`src/rtl/sync_ctrl_pkg.sv`:
```
// Shared opcodes, flag bit positions and sequencing states for the sync_ctrl block.
package sync_ctrl_pkg;

    localparam logic [1:0] OP_FLAGS  = 2'd0;
    localparam logic [1:0] OP_DIV    = 2'd1;
    localparam logic [1:0] OP_ARM    = 2'd2;
    localparam logic [1:0] OP_DISARM = 2'd3;

    localparam int FLG_FALLING = 0;
    localparam int FLG_FILTER  = 1;
    localparam int FLG_DEMUX   = 2;

    typedef enum logic [1:0] {
        ST_IDLE   = 2'd0,
        ST_SETTLE = 2'd1,
        ST_RUN    = 2'd2
    } state_t;

endpackage

```
`src/rtl/sample_divider.sv`:
```
// Sample-rate divider: counts 0..div while enabled and registers a one-cycle strobe at div.
module sample_divider #(
    parameter int DIV_WIDTH = 24
) (
    input  logic                 clock,
    input  logic                 resetn,
    input  logic                 enable,
    input  logic                 clear,
    input  logic [DIV_WIDTH-1:0] div,
    output logic                 strobe
);

    logic [DIV_WIDTH-1:0] cnt_r;
    logic [DIV_WIDTH-1:0] cnt_eff_s;
    logic                 strobe_r;

    // A clear makes the following cycle count as position 0 against the new divider.
    assign cnt_eff_s = clear ? {DIV_WIDTH{1'b0}} : cnt_r;
    assign strobe    = strobe_r;

    // Counter and strobe register; held at zero whenever the next cycle is not a RUN cycle.
    always_ff @(posedge clock or negedge resetn) begin
        if (!resetn) begin
            cnt_r    <= {DIV_WIDTH{1'b0}};
            strobe_r <= 1'b0;
        end else if (!enable) begin
            cnt_r    <= {DIV_WIDTH{1'b0}};
            strobe_r <= 1'b0;
        end else if (cnt_eff_s == div) begin
            cnt_r    <= {DIV_WIDTH{1'b0}};
            strobe_r <= 1'b1;
        end else begin
            cnt_r    <= cnt_eff_s + DIV_WIDTH'(1);
            strobe_r <= 1'b0;
        end
    end

endmodule

```
`src/rtl/sync_ctrl.sv`:
```
// Input-synchronizer sequencing controller: flags, arm/disarm, settle blanking, sample strobe.
// Optional divider enabled by defining SYNC_CTRL_DIVIDER_EN; otherwise every RUN cycle strobes.
module sync_ctrl
    import sync_ctrl_pkg::*;
#(
    parameter int DIV_WIDTH     = 24,
    parameter int SETTLE_CYCLES = 3
) (
    input  logic        clock,
    input  logic        resetn,
    input  logic        cmd_valid,
    output logic        cmd_ready,
    input  logic [1:0]  cmd_op,
    input  logic [31:0] cmd_data,
    output logic        enableFilter,
    output logic        enableDemux,
    output logic        falling,
    output logic        run,
    output logic        sample_valid,
    output logic        busy
);

    localparam logic [3:0] SETTLE_LOAD = 4'(SETTLE_CYCLES - 1);

    state_t     state_r;
    state_t     state_nxt_s;
    logic [3:0] settle_cnt_r;
    logic [2:0] flags_r;
    logic [2:0] flags_nxt_s;
    logic       run_r;
    logic       busy_r;
    logic       accept_s;
    logic       strobe_s;
    logic       unused_data_s;

    assign cmd_ready     = (state_r != ST_SETTLE);
    assign accept_s      = cmd_valid && cmd_ready;
    assign unused_data_s = ^cmd_data;

    assign falling      = flags_r[FLG_FALLING];
    assign enableFilter = flags_r[FLG_FILTER];
    assign enableDemux  = flags_r[FLG_DEMUX];
    assign run          = run_r;
    assign busy         = busy_r;
    assign sample_valid = strobe_s;

    // Next-state and next-flag decode; shared with the divider so its strobe lines up with RUN.
    always_comb begin
        state_nxt_s = state_r;
        flags_nxt_s = flags_r;
        case (state_r)
            ST_IDLE: begin
                if (accept_s && (cmd_op == OP_FLAGS)) begin
                    flags_nxt_s = cmd_data[2:0];
                end else if (accept_s && (cmd_op == OP_ARM)) begin
                    state_nxt_s = ST_SETTLE;
                end else begin
                    state_nxt_s = ST_IDLE;
                end
            end
            ST_SETTLE: begin
                if (settle_cnt_r == 4'd0) begin
                    state_nxt_s = ST_RUN;
                end else begin
                    state_nxt_s = ST_SETTLE;
                end
            end
            ST_RUN: begin
                if (accept_s && (cmd_op == OP_FLAGS)) begin
                    flags_nxt_s = cmd_data[2:0];
                    if (cmd_data[2:0] != flags_r) begin
                        state_nxt_s = ST_SETTLE;
                    end else begin
                        state_nxt_s = ST_RUN;
                    end
                end else if (accept_s && (cmd_op == OP_DISARM)) begin
                    state_nxt_s = ST_IDLE;
                end else begin
                    state_nxt_s = ST_RUN;
                end
            end
            default: begin
                state_nxt_s = ST_IDLE;
            end
        endcase
    end

    // Sequencing FSM with its registered status outputs and settle countdown.
    always_ff @(posedge clock or negedge resetn) begin
        if (!resetn) begin
            state_r      <= ST_IDLE;
            flags_r      <= 3'b000;
            settle_cnt_r <= 4'd0;
            run_r        <= 1'b0;
            busy_r       <= 1'b0;
        end else begin
            state_r <= state_nxt_s;
            flags_r <= flags_nxt_s;
            run_r   <= (state_nxt_s != ST_IDLE);
            busy_r  <= (state_nxt_s == ST_SETTLE);
            if ((state_r != ST_SETTLE) && (state_nxt_s == ST_SETTLE)) begin
                settle_cnt_r <= SETTLE_LOAD;
            end else if ((state_r == ST_SETTLE) && (settle_cnt_r != 4'd0)) begin
                settle_cnt_r <= settle_cnt_r - 4'd1;
            end else begin
                settle_cnt_r <= settle_cnt_r;
            end
        end
    end

`ifdef SYNC_CTRL_DIVIDER_EN
    logic [DIV_WIDTH-1:0] div_r;
    logic [DIV_WIDTH-1:0] div_nxt_s;
    logic                 div_wr_s;

    assign div_wr_s  = accept_s && (cmd_op == OP_DIV);
    assign div_nxt_s = div_wr_s ? cmd_data[DIV_WIDTH-1:0] : div_r;

    // Divider register; the divider sees the incoming value on the write cycle itself.
    always_ff @(posedge clock or negedge resetn) begin
        if (!resetn) begin
            div_r <= {DIV_WIDTH{1'b0}};
        end else begin
            div_r <= div_nxt_s;
        end
    end

    sample_divider #(
        .DIV_WIDTH (DIV_WIDTH)
    ) u_sample_divider (
        .clock  (clock),
        .resetn (resetn),
        .enable (state_nxt_s == ST_RUN),
        .clear  (div_wr_s),
        .div    (div_nxt_s),
        .strobe (strobe_s)
    );
`else
    logic strobe_r;

    assign strobe_s = strobe_r;

    // Without a divider every RUN cycle carries a valid sample.
    always_ff @(posedge clock or negedge resetn) begin
        if (!resetn) begin
            strobe_r <= 1'b0;
        end else begin
            strobe_r <= (state_nxt_s == ST_RUN);
        end
    end
`endif

endmodule

```
`config.mk`:
```
export PLATFORM = sky130hd
export DESIGN_NAME = sync_ctrl
export DESIGN_NICKNAME = d
export VERILOG_FILES = /design/src/rtl/sync_ctrl_pkg.sv /design/src/rtl/sample_divider.sv /design/src/rtl/sync_ctrl.sv
export SDC_FILE = /design/constraint.sdc
export NUM_CORES = 1
export LEC_CHECK = 0
export CAP_MARGIN = 15
export CORE_MARGIN = 4
export CORE_UTILIZATION = 30
export CTS_CLUSTER_SIZE = 10
export DETAILED_ROUTE_END_ITERATION = 12
export GPL_ROUTABILITY_DRIVEN = 0
export PLACE_DENSITY = 0.74
export SETUP_SLACK_MARGIN = 0.05
export SLEW_MARGIN = 0
export SYNTH_ARGS = -nofsm -noshare
export SYNTH_HDL_FRONTEND = slang
export SYNTH_HIERARCHICAL = 1
export SYNTH_SLANG_ARGS = --single-unit
```
`constraint.sdc`:
```
create_clock -name clock -period 1.6 [get_ports clock]
set_input_delay 0.32 -clock clock [delete_from_list [all_inputs] [get_ports clock]]
set_output_delay 0.32 -clock clock [all_outputs]
set_load 0.005 [all_outputs]
```
==> metrics.md <==
| Metric | Value |
|---|---|
| Post-Synth Simple-Gate Area | between 10% and 20% |
| DR DRC count | 0 |
| R2r worst-path depth | 6 |
| Commonest cells post-synth | dfrtp_1 (12), nor2_1 (6), inv_1 (4), xnor2_1 (4) |
| Initial antenna violation count | 0 |
| WL final | 1.511 mm |
| Multi-input gate area | 335.3 um^2 |
| Global-route usage over all layers | 11.92% |
| Startpoint type of the worst setup path | flop |
| Final hold vios | 0 |
| Max-cap viol count | 0 |
| Violated checks | negative setup slack |
| Most frequent cell after synthesis | dfrtp_1 |
| Area Overhead vs Synth | 63.34% |
| Vias in the first global route | 574 |
| Setup slack at placement | -0.2351 ns |
| Max IR drop VDD | 0.7355 mV |
| Crit path max fanout | 2 |
| Vias per inst | around 4.7 |
| Die area | 0.002836 mm^2 |
| CP required | 1.76 ns |
| TritonCTS clock tree | done |
| DRT iter0 DRCs | 4 |
| Outcome | finished with violations |
| Clock Path Buffers | 2 |
| Share of flip-flops with an asynchronous set or reset | 100.0% |
| Multiplexer share of the synthesized area | between 5 and 6% |
| Final worst slack | -0.1840 ns |
| Worst R2R Start | settle_cnt_r[1] |
| RR Endpoint | run |
| Worst-Skew Late Latency | 0.27 ns |
| Root Driver | clkbuf_4 |
| Crit path DAT | 1.94 ns |
| Worst slew margin | 79.95% |
| Switching power | between 600 and 700 uW |
| Clock sinks | 12 |
| N_diodes | 0 |
| Reg area | 300.3 um^2 |
| PortBufs | 14 |
| Mapped Nets | 94 |
| Share of the synthesized area in the top cell type | 48.88% |
| Slew Viols, Final | 0 |
| Xor/xnor cell area share of the yosys netlist | 8.554% |
| Internal power | 1242 uW |
| CP Class | reg -> reg |
| Static Leakage | 0.0004574 uW |
| Final clock skew | ~0.0022 ns |
| Cell row count | 16 |
| Syn avg cell area | 11.17 um^2 |
| Filler cell count | 195 |
| Remaining global-route overflow | 0 |
| Main combinational cell family by area after synthesis | simple AND/OR/NAND/NOR gates |
| Synth warn | 6 |
| Via count | 552 |
| Antenna Nets Post-Route | 0 |
| Min cycle time layout | between 1.5 and 2 ns |
| DR pass1 iterations | 4 |
| I/O Pins | 44 |
| Sequential share of power | 28.5% |
| Final Core Density | 51.15% |
| Synth Cell Area | 614.3 um^2 |
| RSZ-0062 raised after global routing | yes |
| Switching Fraction | 32.65% |
| Largest cells by area after synthesis | dfrtp_1 (49%), xnor2_1 (5.7%), a32o_1 (4.9%) |
| Compound-Gate Fraction of Synth Area | 11.20% |
| Number of synthesized flops with an enable pin | 0 |
| Worst slew pin tran | 0.2993 ns |
| Reg-to-reg slack, setup | -0.18 ns |
| HP Class | in -> async |
| Cts bufs inserted | 3 |
| Largest net degree at the start of global routing | 13 |
| Core Region | a little under 0.002 mm^2 |
| Yosys cell types | 23 |
| Pwr Density | 1837 mW/mm^2 |
| Adder-cell share of the synthesized area | 4.073% |
| FMAX | 0.5606 GHz |
| Synth area leader | dfrtp_1 |
| Starting Density | 31.31% |
| Die Span Y | about 53 um |
| Combinational share of power | 58.4% |
| CTS H-tree lvls | 1 |
| Nets | 131 |
| Die Width | 53.25 um |
| Clk pwr share | 13.1% |
| Global-route wire length before repair | around 2.4 mm |
| Yosys reg bits | 12 |
| Setup Viol. Count Final | 5 |
| Synth Flop Type | dfrtp_1 |
| Post-route clock period utilization | 111.5% |
| Post-synthesis sequential area ratio | 48.88% |
| CP endpoint kind | flop |
| Wire per inst | between 10 and 15 um |
| Hpwl dp | 1.072 mm |
| Share of layout cells above drive strength 1 | 38.46% |
| Clock transition at the registers of the reported paths | 0.08 ns |
| Post-Syn Instances | 55 |
==> stage by stage <==
stage,instances,area [um^2],power [uW],hold slack [ns],TNS [ns]
2_1_floorplan,55,614.3,961.5,0.02441,-0.1038
3_3_place_gp,110,895.9,1399,0.5130,-1.444
3_5_place_dp,110,895.9,1441,0.5307,-1.723
4_1_cts,116,967.2,1775,0.3303,-0.2558
5_1_grt,118,1003,1986,0.3450,-0.6460
6_report,118,1003,1844,0.3408,-0.3992
==> routing by layer <==
layer  part of all wire [%]  GRT usage, %
met5                      0             0
met4                    1.2         2.553
met1                     36         10.84
met3                    5.6         5.352
met2                     58         23.47
==> area by class of cell <==
cell class / instances / area share [%]
Multi-Input combinational cell: 38 / 33.42
Sequential cell: 12 / 29.93
Timing Repair Buffer: 33 / 28.18
Clock buffer: 4 / 3.616
Tap cell: 27 / 3.367
Inverter: 4 / 1.496
==> worst max-delay path, cell delays in order (launching register included) <==
cell and delay [ns]:
dfrtp_1 0.39, inv_2 0.08, ha_4 0.13, or3b_4 0.37, a22o_1 0.24, a32o_2 0.25, or2_1 0.20
==> cell usage in the layout (no fill, tap or decap), drive strengths merged, types with 2 or more instances in the layout <==
| master | count |
|---|---|
| buf | 19 |
| nand3 | 3 |
| xnor2 | 4 |
| inv | 4 |
| nor2 | 6 |
| mux2 | 3 |
| clkdlybuf4s50 | 13 |
| a32o | 3 |
| nor2b | 3 |
| dfrtp | 12 |
| a211oi | 2 |
| clkbuf | 4 |
| xor2 | 2 |
| ha | 2 |
==> worst max path at each step <==
stage,startpoint,end,slack [ns],depth (start not counted)
2_1_floorplan,settle_cnt_r[0],run,-0.10,6
3_3_place_gp,cmd_data[1],settle_cnt_r[1],-0.20,5
3_5_place_dp,cmd_data[1],settle_cnt_r[1],-0.24,5
4_1_cts,settle_cnt_r[0],run,-0.19,6
5_1_grt,settle_cnt_r[0],run,-0.22,6
6_report,settle_cnt_r[1],run,-0.18,6
==> what timing repair did <==
item / 4_1_cts / 5_1_grt
pin swaps: 1 / 5
gates cloned: 0 / 0
hold buffers: 0 / 0
setup buffers: 2 / 2
setup endpoints to repair: 6 / 12
resized for setup: 7 / 5
==> state kept, by name, indices dropped and copies added (netlist names) <==
signal and count:
sample_valid 1, settle_cnt_r 4, flags_r 3, state_r 2, run 1, busy 1
==> power by group through the flow <==
stage	clock network [uW]	logic [uW]	registers [uW]
floorplan	0	416	545
global placement	0	875	524
detailed placement	0	912	529
CTS	254	998	524
global route	273	1180	538
finish	241	1080	525
==> cell families (layout without fill, tap and decap cells) <==
group / count (synthesis) / count (layout)
buf+inv: 5 / 41
xor+xnor: 6 / 6
simple gates: 19 / 19
flops: 12 / 12
mux: 3 / 3
fa+ha+maj: 2 / 2
compound gates: 8 / 8
Power figures use the tool's default switching activity.
